===== src/rtl/buffer_pkg.sv =====
// Shared definitions for the receive/transmit buffer controller.
//   state_e : read-sequencer states (3-bit encoding is fixed by the parent design)
//   RAM_RD  : ram_rw level that selects a read
//   RAM_WR  : ram_rw level that selects a write
package buffer_pkg;

  typedef enum logic [2:0] {
    IDLE     = 3'd0,
    RD_ADDR  = 3'd1,
    RD_DATA  = 3'd2,
    START    = 3'd3,
    WAIT_ACK = 3'd4
  } state_e;

  localparam logic RAM_RD = 1'b1;
  localparam logic RAM_WR = 1'b0;

endpackage


===== src/rtl/buffer_ctrl.sv =====
// buffer_ctrl: runs a single-port 2^AW x DW RAM as a circular FIFO between a serial receiver
// (writer, cannot be stalled) and a serial transmitter (reader, start/ready handshake).
//
// Ports
//   clk, rstn            : clock, synchronous active-low reset
//   flush                : synchronous clear of FIFO contents and read sequencer
//   rx_valid, rx_data    : one-cycle write pulse and word from the receiver
//   tx_ready             : transmitter idle level
//   tx_start, tx_data    : one-cycle start pulse and registered word to the transmitter
//   ram_addr/rw/wdata    : RAM port (combinational), ram_rw 1 = read, 0 = write
//   ram_rdata            : RAM read data, valid the cycle after a read address
//   count, empty, full   : occupancy and flags (all from the registered count)
//   overflow             : registered one-cycle pulse after a write was dropped
module buffer_ctrl
  import buffer_pkg::*;
#(
  parameter int unsigned AW = 4,
  parameter int unsigned DW = 16
) (
  input  logic          clk,
  input  logic          rstn,
  input  logic          flush,
  input  logic          rx_valid,
  input  logic [DW-1:0] rx_data,
  input  logic          tx_ready,
  output logic          tx_start,
  output logic [DW-1:0] tx_data,
  output logic [AW-1:0] ram_addr,
  output logic          ram_rw,
  output logic [DW-1:0] ram_wdata,
  input  logic [DW-1:0] ram_rdata,
  output logic [AW:0]   count,
  output logic          empty,
  output logic          full,
  output logic          overflow
);

  localparam logic [AW:0] Depth = {1'b1, {AW{1'b0}}};

  state_e        state_q, state_d;
  logic [AW-1:0] wr_ptr_q, wr_ptr_d;
  logic [AW-1:0] rd_ptr_q, rd_ptr_d;
  logic [AW:0]   count_q, count_d;
  logic [DW-1:0] tx_data_q, tx_data_d;
  logic          overflow_q, overflow_d;

  logic          wr_acc;
  logic          pop;

  // Flags come only from the registered count, so rx_valid never reaches them combinationally.
  assign empty    = (count_q == '0);
  assign full     = (count_q == Depth);
  assign count    = count_q;
  assign tx_data  = tx_data_q;
  assign overflow = overflow_q;

  // The receiver cannot wait: an accepted write always owns the RAM port.
  assign wr_acc = rx_valid & ~full & ~flush;
  assign pop    = (state_q == RD_DATA) & ~flush;

  // Flush also suppresses a start that would otherwise go out this cycle.
  assign tx_start = (state_q == START) & ~flush;

  always_comb begin
    ram_rw    = RAM_RD;
    ram_addr  = rd_ptr_q;
    ram_wdata = rx_data;
    if (wr_acc) begin
      ram_rw   = RAM_WR;
      ram_addr = wr_ptr_q;
    end
  end

  always_comb begin
    state_d    = state_q;
    wr_ptr_d   = wr_ptr_q;
    rd_ptr_d   = rd_ptr_q;
    count_d    = count_q;
    tx_data_d  = tx_data_q;
    overflow_d = rx_valid & full & ~flush;

    if (flush) begin
      state_d  = IDLE;
      wr_ptr_d = '0;
      rd_ptr_d = '0;
      count_d  = '0;
    end else begin
      if (wr_acc) begin
        wr_ptr_d = wr_ptr_q + 1'b1;
      end

      unique case (state_q)
        IDLE: begin
          if (!empty && tx_ready) begin
            state_d = RD_ADDR;
          end
        end
        RD_ADDR: begin
          // A write stole the port this cycle; re-issue the read address next cycle.
          if (!wr_acc) begin
            state_d = RD_DATA;
          end
        end
        RD_DATA: begin
          tx_data_d = ram_rdata;
          rd_ptr_d  = rd_ptr_q + 1'b1;
          state_d   = START;
        end
        START: begin
          state_d = WAIT_ACK;
        end
        WAIT_ACK: begin
          // Wait for the transmitter to drop ready so one start maps to one word.
          if (!tx_ready) begin
            state_d = IDLE;
          end
        end
        default: begin
          state_d = IDLE;
        end
      endcase

      if (wr_acc && !pop) begin
        count_d = count_q + 1'b1;
      end else if (!wr_acc && pop) begin
        count_d = count_q - 1'b1;
      end
    end
  end

  always_ff @(posedge clk) begin
    if (!rstn) begin
      state_q    <= IDLE;
      wr_ptr_q   <= '0;
      rd_ptr_q   <= '0;
      count_q    <= '0;
      tx_data_q  <= '0;
      overflow_q <= 1'b0;
    end else begin
      state_q    <= state_d;
      wr_ptr_q   <= wr_ptr_d;
      rd_ptr_q   <= rd_ptr_d;
      count_q    <= count_d;
      tx_data_q  <= tx_data_d;
      overflow_q <= overflow_d;
    end
  end

endmodule


===== config.mk =====
export PLATFORM = sky130hd
export DESIGN_NAME = buffer_ctrl
export DESIGN_NICKNAME = d
export VERILOG_FILES = /design/src/rtl/buffer_pkg.sv /design/src/rtl/buffer_ctrl.sv
export SDC_FILE = /design/constraint.sdc
export NUM_CORES = 1
export LEC_CHECK = 0
export ABC_CLOCK_PERIOD_IN_PS = 3500
export BUFFER_PORTS_ARGS = -buffer_cell sky130_fd_sc_hd__buf_2
export CAP_MARGIN = 20
export CORE_MARGIN = 3
export CORE_UTILIZATION = 35
export DETAILED_ROUTE_END_ITERATION = 8
export SYNTH_ARGS = -nofsm -noshare
export SYNTH_HDL_FRONTEND = slang
export SYNTH_SLANG_ARGS = --single-unit

===== constraint.sdc =====
create_clock -name clk -period 3.5 [get_ports clk]
set_input_delay 0.525 -clock clk [delete_from_list [all_inputs] [get_ports clk]]
set_output_delay 0.525 -clock clk [all_outputs]
set_load 0.01 [all_outputs]

Word level (Yosys, flattened, before mapping) --
Cells that the tools add are included.
Operators by class: add/subtract/negate cells 4, eq/ne operators 8, mux-type cells 8, bitwise operators 9, reductions and logical operators 12
Operators with widths (number):
- case mux 3 bit (5 select lines) | 1
- 2-to-1 mux 5 bit | 2
- 2-to-1 mux 3 bit | 3
- adder 4 x 1 -> 4 bit (second input constant) | 2
- AND 1 bit | 6
- == test 3 x 2 -> 1 bit (second input constant) | 2
- != test 2 bit (second input constant) | 3
- adder 5 x 1 -> 5 bit (second input constant) | 1
- == test 5 bit (second input constant) | 1
- logical NOT 5 bit | 1
- subtractor 5 x 1 -> 5 bit (second input constant) | 1
- 2-to-1 mux 4 bit | 1
- == test 3 x 1 -> 1 bit (second input constant) | 1
- == test 3 bit (second input constant) | 1
- logical AND 1 bit | 3
- logical NOT 1 bit | 3
- logical NOT 3 bit | 1
- inverter 1 bit | 3
- AND reduction 3 bit | 1
- AND reduction 2 bit | 1
- nonzero test 2 bit | 1
- OR reduction 2 bit | 1
- 2-to-1 mux 1 bit | 1
Word-level totals: flip-flop bits (word level) 33, input bits 37, output and inout bits 46, word-level logic and storage cells 47

Longest topological paths before layout --
Gate-level depths: netlist of the first run.
depth in word-level cells 8, gate-level depth with buffers 12

Worst setup path before layout of the first run --
OpenSTA, ideal clock, no wires.
path kind register to register, start register state_q[1], end register count_q[4], in the netlist count[4], setup time 0.072 ns, arrival 2.399 ns, required time 3.428 ns, slack 1.029 ns, cell stages (with the launch flop) 13, period minus slack after synthesis 2.471 ns, cell sequence dfxtp_1 -> nor3b_4 -> and2b_1 -> buf_4 -> inv_2 -> buf_4 -> ha_1 -> inv_1 -> ha_1 -> nor2b_1 -> o22ai_1 -> mux2i_1 -> mux2i_1
On the way: longest elaborated chain between the ends 5
RTL lines:
- start: declaration | line buffer_ctrl.sv:40 | state_e state_q, state_d;
- start signal: assignment | line buffer_ctrl.sv:140 | state_q <= state_d;
- == test 3 x 2 -> 1 bit (*) | line buffer_ctrl.sv:59 | assign pop = (state_q == RD_DATA) & ~flush;
- AND 1 bit (*) | line buffer_ctrl.sv:59
- logical NOT 1 bit | line buffer_ctrl.sv:123 | if (wr_acc && !pop) begin
- logical AND 1 bit | line buffer_ctrl.sv:123
- 2-to-1 mux 5 bit or nonzero test 2 bit (tied branches)
- end signal: assignment | line buffer_ctrl.sv:143 | count_q <= count_d;
- end: declaration | line buffer_ctrl.sv:43 | logic [AW:0] count_q, count_d;
Every way passes the cells marked *; elsewhere a longest branch is shown, timed or not. A chain may end at the register's enable or synchronous reset.

Worst setup path in the final report of the first run --
start register count_q[0], in the netlist count[0], end register count_q[4], in the netlist count[4]
On the way: longest elaborated chain between the ends 7
RTL lines:
- branches (longest 7 deep; another with subtractor 5 x 1 -> 5 bit)
Several ways; the timed one is not identified. The select of a mux whose other input is x is not followed.

==> flow_metrics.py, run 1 <==
metrics = {
    "timing": {
        "slew-limit-headroom_pct": 65.2,
        "setup_viol": 0,
        "skew_ns": 0.00550,
        "slew_violations": 0,
        "rsz0062_at_grt": "no",
        "min_period_ns": 2.66,
        "hold_viol": 0,
        "fmax_mhz": 376,
        "tightest_slew_ns": 0.520,
        "period_share_pct": 76.1,
        "setup_tns_ns": 0,
    },
    "grt": {
        "grt_antenna_before_repair": 0,
        "grt_overflow": 0,
        "grt_use_total_pct": 13.0,
        "grt_pass1_vias": 1186,
        "grt_pass1_wl_mm": 5.52,
        "grt_max_degree": 19,
    },
    "route": {
        "drt_iter0_markers": 35,
        "route.vias.total": 1286,
        "vias_per_cell": 4.66,
        "ant_nets": 0,
        "routed_wl_mm": 3.45,
        "drc_errors": 0,
        "drt_pass1_iterations": 4,
        "routedWlPerCell_um": 12.5,
    },
    "cells_and_area": {
        "final_area_um2": 1950,
        "nNetsFinal": 267,
        "area_delta_synth_final_pct": 16.1,
        "fill_cells": 444,
        "drive_above_1_share_pct": 31.3,
        "antenna_cells": 0,
    },
    "cts": {
        "cts-root-buf": "clkbuf_8",
        "clkTransAtPathRegs_ns": 0.07,
        "postCtsSetupBuffers": 0,
        "cts_max_level": 2,
        "holdBufCountCts": 0,
        "numCtsBuffers": 5,
        "clk_latency_ns": 0.29,
        "postCtsResizedCells": 0,
        "cts_sinks": 33,
        "cts_buffer_depth": 2,
        "cts_tree": "yes",
    },
    "placed_design": {
        "gp_congestion": 0.790,
        "port_buffers": 50,
        "hpwl_mm": 2.51,
        "post_dp_cell_area_um2": 1850,
    },
    "synthesis": {
        "synthCells": 187,
        "ys_async_sr_fraction_pct": 0,
        "synth_cell_types": 39,
        "syn_area_um2": 1680,
        "synth_area_leader_cell": "dfxtp_1",
        "synthTopCellsByCount": "nand2_1 (35), dfxtp_1 (33), buf_4 (19)",
        "yosys-top-cells-area": "dfxtp_1 (39%), buf_4 (8.5%), nand2_1 (7.8%)",
        "postSynthAreaPerCell_um2": 8.97,
        "synthesis.nets": 231,
        "ys_seq_area_share_pct": 39.4,
        "synth_most_common_cell": "nand2_1",
        "yosys_warnings": 0,
        "ys_ff_latch": 33,
        "yosys.area.top_type_share_pct": 39.4,
        "ys.flop_type": "dfxtp_1",
        "synth_edf_count": 0,
    },
    "critical_path": {
        "critPathCaptureType": "flip-flop",
        "critPathKind": "flip-flop to flip-flop",
        "cp.required_ns": 3.72,
        "startpoint_type": "flip-flop",
        "crit_fanout": 10,
        "cp_data_arrival_time_ns": 2.88,
    },
    "job": {
        "maxCapViolations": 0,
    },
    "die": {
        "core.rowCount": 24,
        "die_area_um2": 5660,
        "die_width_um": 75.2,
        "initial_utilization_pct": 37.5,
        "pin_count": 83,
        "die_h_um": 75.2,
        "core-area_um2": 4470,
    },
    "pwr": {
        "vdd_drop_max_mv": 0.204,
        "p_leak_nw": 0.866,
        "power_density_nw_per_um2": 398,
    },
    "outcome": {
        "status": "completed",
    },
    "worst_hold_path": {
        "hp-class": "flip-flop to flip-flop",
    },
}
registers in the layout (all words and copies together), names as in the netlist:
name and count:
state_q 3, rd_ptr_q 4, overflow 1, tx_data 16, wr_ptr_q 4, count 5
cell families after synthesis:
kind of cell / Yosys count / share of synthesized area, %
xor+xnor: 6 / 3.13
mux: 8 / 5.07
flops: 33 / 39.4
simple gates: 73 / 22.0
fa+ha+maj: 7 / 5.67
compound gates: 30 / 13.7
buf+inv: 30 / 11.0
critical path: stages (launching register included):
cell,delay [ns]
dfxtp_1,0.47
nor4_4,0.12
a211oi_4,0.52
ha_1,0.30
inv_1,0.10
ha_1,0.21
or2_2,0.29
o22ai_1,0.15
mux2i_1,0.25
mux2i_1,0.19
final timing paths:
check             slack (ns)         from  cells after the start     endpoint
setup reg to reg        0.84     count[0]                      9     count[4]
hold / removal          0.45  tx_data[13]                      2  tx_data[13]
setup / recovery        0.84     count[0]                      9     count[4]
hold reg to reg         0.45  tx_data[13]                      2  tx_data[13]
routing by layer:
| metal | track usage [%] | wire, um | vias to the layer above |
|---|---|---|---|
| li1 | - | - | 681 |
| met1 | 17.3 | 1710 | 542 |
| met2 | 17.1 | 1300 | 52 |
| met3 | 5.34 | 348 | 11 |
| met4 | 8.35 | 91 | 0 |
| met5 | 0 | 0 | - |
through the flow:
step / setup WS [ns] / cells / util (%) / power (mW) / hold slack (ns)
3_3_place_gp: 0.833 / 268 / 41.2 / 0.468 / 0.440
3_5_place_dp: 0.758 / 268 / 41.2 / 0.468 / 0.443
6_report: 0.838 / 276 / 43.5 / 0.776 / 0.449
5_1_grt: 0.627 / 276 / 43.5 / 0.810 / 0.468
4_1_cts: 0.823 / 276 / 43.5 / 0.787 / 0.453
2_1_floorplan: 1.03 / 187 / - / 0.458 / 0.475
where the power goes:
group | leakage, nW | internal [mW] | switching (mW)
registers | 0.266 | 0.380 | 0.00630
clock network | 0.0542 | 0.178 | 0.139
logic | 0.545 | 0.0344 | 0.0391
final cells by class:
type	instances	area [um2]	share of cell area, %
multi-input combinational	124	832	42.7
sequential	33	661	33.9
timing repair buffer	51	258	13.2
clock buffer	7	96.3	4.95
tap	52	65.1	3.34
inverter	8	30.0	1.54
clock inverter	1	5.00	0.257
cells in the final DEF (no fill, tap or decap), types with 6 or more instances in the layout:
master,count
a21boi_1,10
nor2_1,14
clkbuf_8,7
a21oi_1,6
a21boi_0,6
dfxtp_1,33
buf_2,50
nand2_1,35
ha_1,6
inv_1,7
Power figures use the tool's default switching activity.
==> run 2: changes to the inputs <==
- ABC_AREA: unset -> 1
- ABC_CLOCK_PERIOD_IN_PS: 3500 -> 2100
- PLACE_DENSITY: unset -> 0.66
- clock period: 3.5 -> 2.1 ns (I/O delays scaled with it)
==> flow_metrics.py, run 2 <==
metrics = {
    "placed_design": {
        "gp_congestion": 0.757,
        "post_dp_cell_area_um2": 1980,
        "hpwl_mm": 2.91,
        "pre_cts_ws_ns": 0.0737,
        "port_buffers": 50,
    },
    "worst_hold_path": {
        "holdCritStartpoint": "ram_rdata[1]",
        "hp-class": "input port to flip-flop",
        "min_to": "tx_data[1]",
        "hold_path_depth": 3,
    },
    "die": {
        "core-area_um2": 4790,
        "die_area_um2": 5870,
        "pin_count": 83,
        "die_h_um": 76.6,
        "initial_utilization_pct": 36.5,
        "die_width_um": 76.6,
        "core.rowCount": 25,
    },
    "cts": {
        "numCtsBuffers": 5,
        "clkTransAtPathRegs_ns": 0.07,
        "cts-root-buf": "clkbuf_8",
        "cts_tree": "yes",
        "cts_sinks": 33,
        "clk_latency_ns": 0.28,
        "cts_max_level": 2,
        "postCtsSetupBuffers": 0,
        "cts_buffer_depth": 2,
    },
    "route": {
        "routed_wl_mm": 3.89,
        "drc_errors": 0,
        "drt_pass1_iterations": 4,
        "route.vias.total": 1551,
        "routedWlPerCell_um": 11.0,
        "ant_nets": 0,
        "drt_iter0_markers": 72,
        "vias_per_cell": 4.41,
    },
    "job": {
        "maxCapViolations": 0,
    },
    "pwr": {
        "swShare_pct": 22.4,
        "switchingPower_mw": 0.312,
        "vdd_drop_max_mv": 0.254,
        "p_int_mw": 1.08,
        "p_comb_share_pct": 10.2,
        "pwr-share-seq_pct": 45.7,
        "power_density_nw_per_um2": 660,
        "clock_power_share_pct": 44.1,
        "p_leak_nw": 0.994,
    },
    "critical_path": {
        "critPathKind": "flip-flop to flip-flop",
        "critPathCaptureType": "flip-flop",
        "crit_buf_inv": 3,
        "path_delay_family": "adder cells",
        "r2r-end": "count[4]",
        "worstRegToRegCells": 14,
        "cp.required_ns": 2.31,
        "timing.rr.start": "count[1]",
        "startpoint_type": "flip-flop",
        "cp_data_arrival_time_ns": 2.14,
        "cp_cell_sequence": "nor2_2 -> nand3_2 -> nand3_1 -> inv_1 -> ha_1 -> buf_4 -> fa_2 -> inv_1 -> nand3_1 -> nand2_1 -> nand2_1 -> nand2_1 -> nand2_1 -> a21oi_1",
        "critPathMaxStageDelay_ns": 0.36,
        "cp_slowest_cell": "fa_2",
        "rrSetupSlack_ns": 0.17,
        "crit_fanout": 3,
        "cpMostUsedCell": "nand2_1",
    },
    "synthesis": {
        "yosys-top-cells-area": "dfxtp_1 (38%), nand2_1 (10%), buf_4 (8.2%)",
        "yosys.area.top_type_share_pct": 37.8,
        "yosys_warnings": 0,
        "synth_most_common_cell": "nand2_1",
        "synthesis.nets": 280,
        "synth_cell_types": 26,
        "synthCells": 236,
        "ys_async_sr_fraction_pct": 0,
        "ys_seq_area_share_pct": 37.8,
        "synthTopCellsByCount": "nand2_1 (48), dfxtp_1 (33), a21oi_1 (28)",
        "postSynthAreaPerCell_um2": 7.40,
        "syn_area_um2": 1750,
        "synth_edf_count": 0,
        "ys_ff_latch": 33,
        "ys.flop_type": "dfxtp_1",
        "synth_area_leader_cell": "dfxtp_1",
    },
    "grt": {
        "grt_pass1_wl_mm": 6.70,
        "grt_antenna_before_repair": 0,
        "grt_use_total_pct": 13.8,
        "grt_pass1_vias": 1486,
        "grt_overflow": 0,
        "grt_max_degree": 20,
    },
    "timing": {
        "min_period_ns": 1.93,
        "tightest_slew_ns": 0.433,
        "period_share_pct": 91.9,
        "skew_ns": 0.00349,
        "slew-limit-headroom_pct": 71.1,
        "rsz0062_at_grt": "no",
        "setup_viol": 0,
        "setup_tns_ns": 0,
        "slew_violations": 0,
        "hold-worst-slack_ns": 0.301,
        "fmax_mhz": 518,
        "setup_ws_ns": 0.169,
        "hold_viol": 0,
    },
    "cells_and_area": {
        "seq_area_um2": 661,
        "largest_register_ffs": 16,
        "multi_input_area_um2": 783,
        "final_common_cell": "buf_2",
        "area_delta_synth_final_pct": 20.7,
        "antenna_cells": 0,
        "final_cell_mix": "buf_2 (50), nand2_1 (48), dfxtp_1 (33), a21oi_1 (28), inv_1 (25)",
        "nNetsFinal": 328,
        "final_area_um2": 2110,
        "drive_above_1_share_pct": 28.1,
        "fill_cells": 495,
    },
    "outcome": {
        "status": "completed",
    },
}
==> run 2: cell count changes after synthesis, sizes merged, moves of 6 or more <==
cell and delta:
inv +18, a21boi -16, nand2 +15, nor2 +6, a21oi +22, o21ai +9, nand3 +21
==> run 2: how the worst max path moves through the flow <==
stage,from,endpoint,slack (ns),depth (start not counted)
detailed placement,count[3],count[4],0.07,14
CTS,count[1],count[4],0.06,14
finish,count[1],count[4],0.17,14
global route,count[1],count[3],0.009,13
global placement,count[0],count[4],0.13,14
floorplan,state_q[2],count[3],0.005,14
==> run 2: worst reg2reg max path: stages (launching register included) <==
cell and delay, ns:
dfxtp_1 0.33, nor2_2 0.13, nand3_2 0.07, nand3_1 0.10, inv_1 0.07, ha_1 0.21, buf_4 0.15, fa_2 0.36
inv_1 0.06, nand3_1 0.06, nand2_1 0.07, nand2_1 0.04, nand2_1 0.05, nand2_1 0.04, a21oi_1 0.11
==> run 2: cell families after synthesis <==
group                      after synthesis  synth area share, %
xor gates and xnor gates                 5                 2.51
adders and majority gates                7                 5.44
DFF                                     33                 37.8
AOI/OAI and AO/OA                       38                 11.0
buffers and inverters                   51                 17.8
and+or+nand+nor                        102                 25.4
==> run 2: stage by stage <==
stage | std cells | power [mW] | util [%]
floorplan | 236 | 0.768 | -
global placement | 344 | 0.792 | 41.5
detailed placement | 344 | 0.793 | 41.5
CTS | 352 | 1.41 | 43.9
global route | 352 | 1.46 | 44.1
finish | 352 | 1.39 | 44.1
==> run 2: layout make-up <==
class | instances | share of cell area (%)
Multi-Input combinational cell | 152 | 37.2
Clock buffer | 7 | 4.09
Tap cell | 67 | 3.98
Timing Repair Buffer | 65 | 17.2
Inverter | 27 | 4.81
Sequential cell | 33 | 31.3
Clock inverter | 1 | 1.42
==> run 2: power by group through the flow <==
stage / Combinational [mW] / Sequential [mW] / Clock (mW)
after floorplan: 0.115 / 0.653 / 0
after global placement: 0.142 / 0.650 / 0
after detailed placement: 0.143 / 0.650 / 0
after CTS: 0.143 / 0.636 / 0.631
after global routing: 0.160 / 0.637 / 0.662
final: 0.142 / 0.636 / 0.613
==> run 2: what timing repair did <==
action | in CTS | in global routing
setup endpoints to repair | 0 | 2
hold endpoints to repair | 0 | 0
gates resized for setup | 0 | 3
hold buffers | 0 | 0
==> run 2: layer usage <==
metal | global-route usage [%] | share of wire (%) | up-vias
li1 | - | - | 834
met1 | 17.5 | 47 | 680
met2 | 22.3 | 47 | 32
met3 | 4.02 | 4.9 | 5
met4 | 4.53 | 1.2 | 0
met5 | 0 | 0 | -
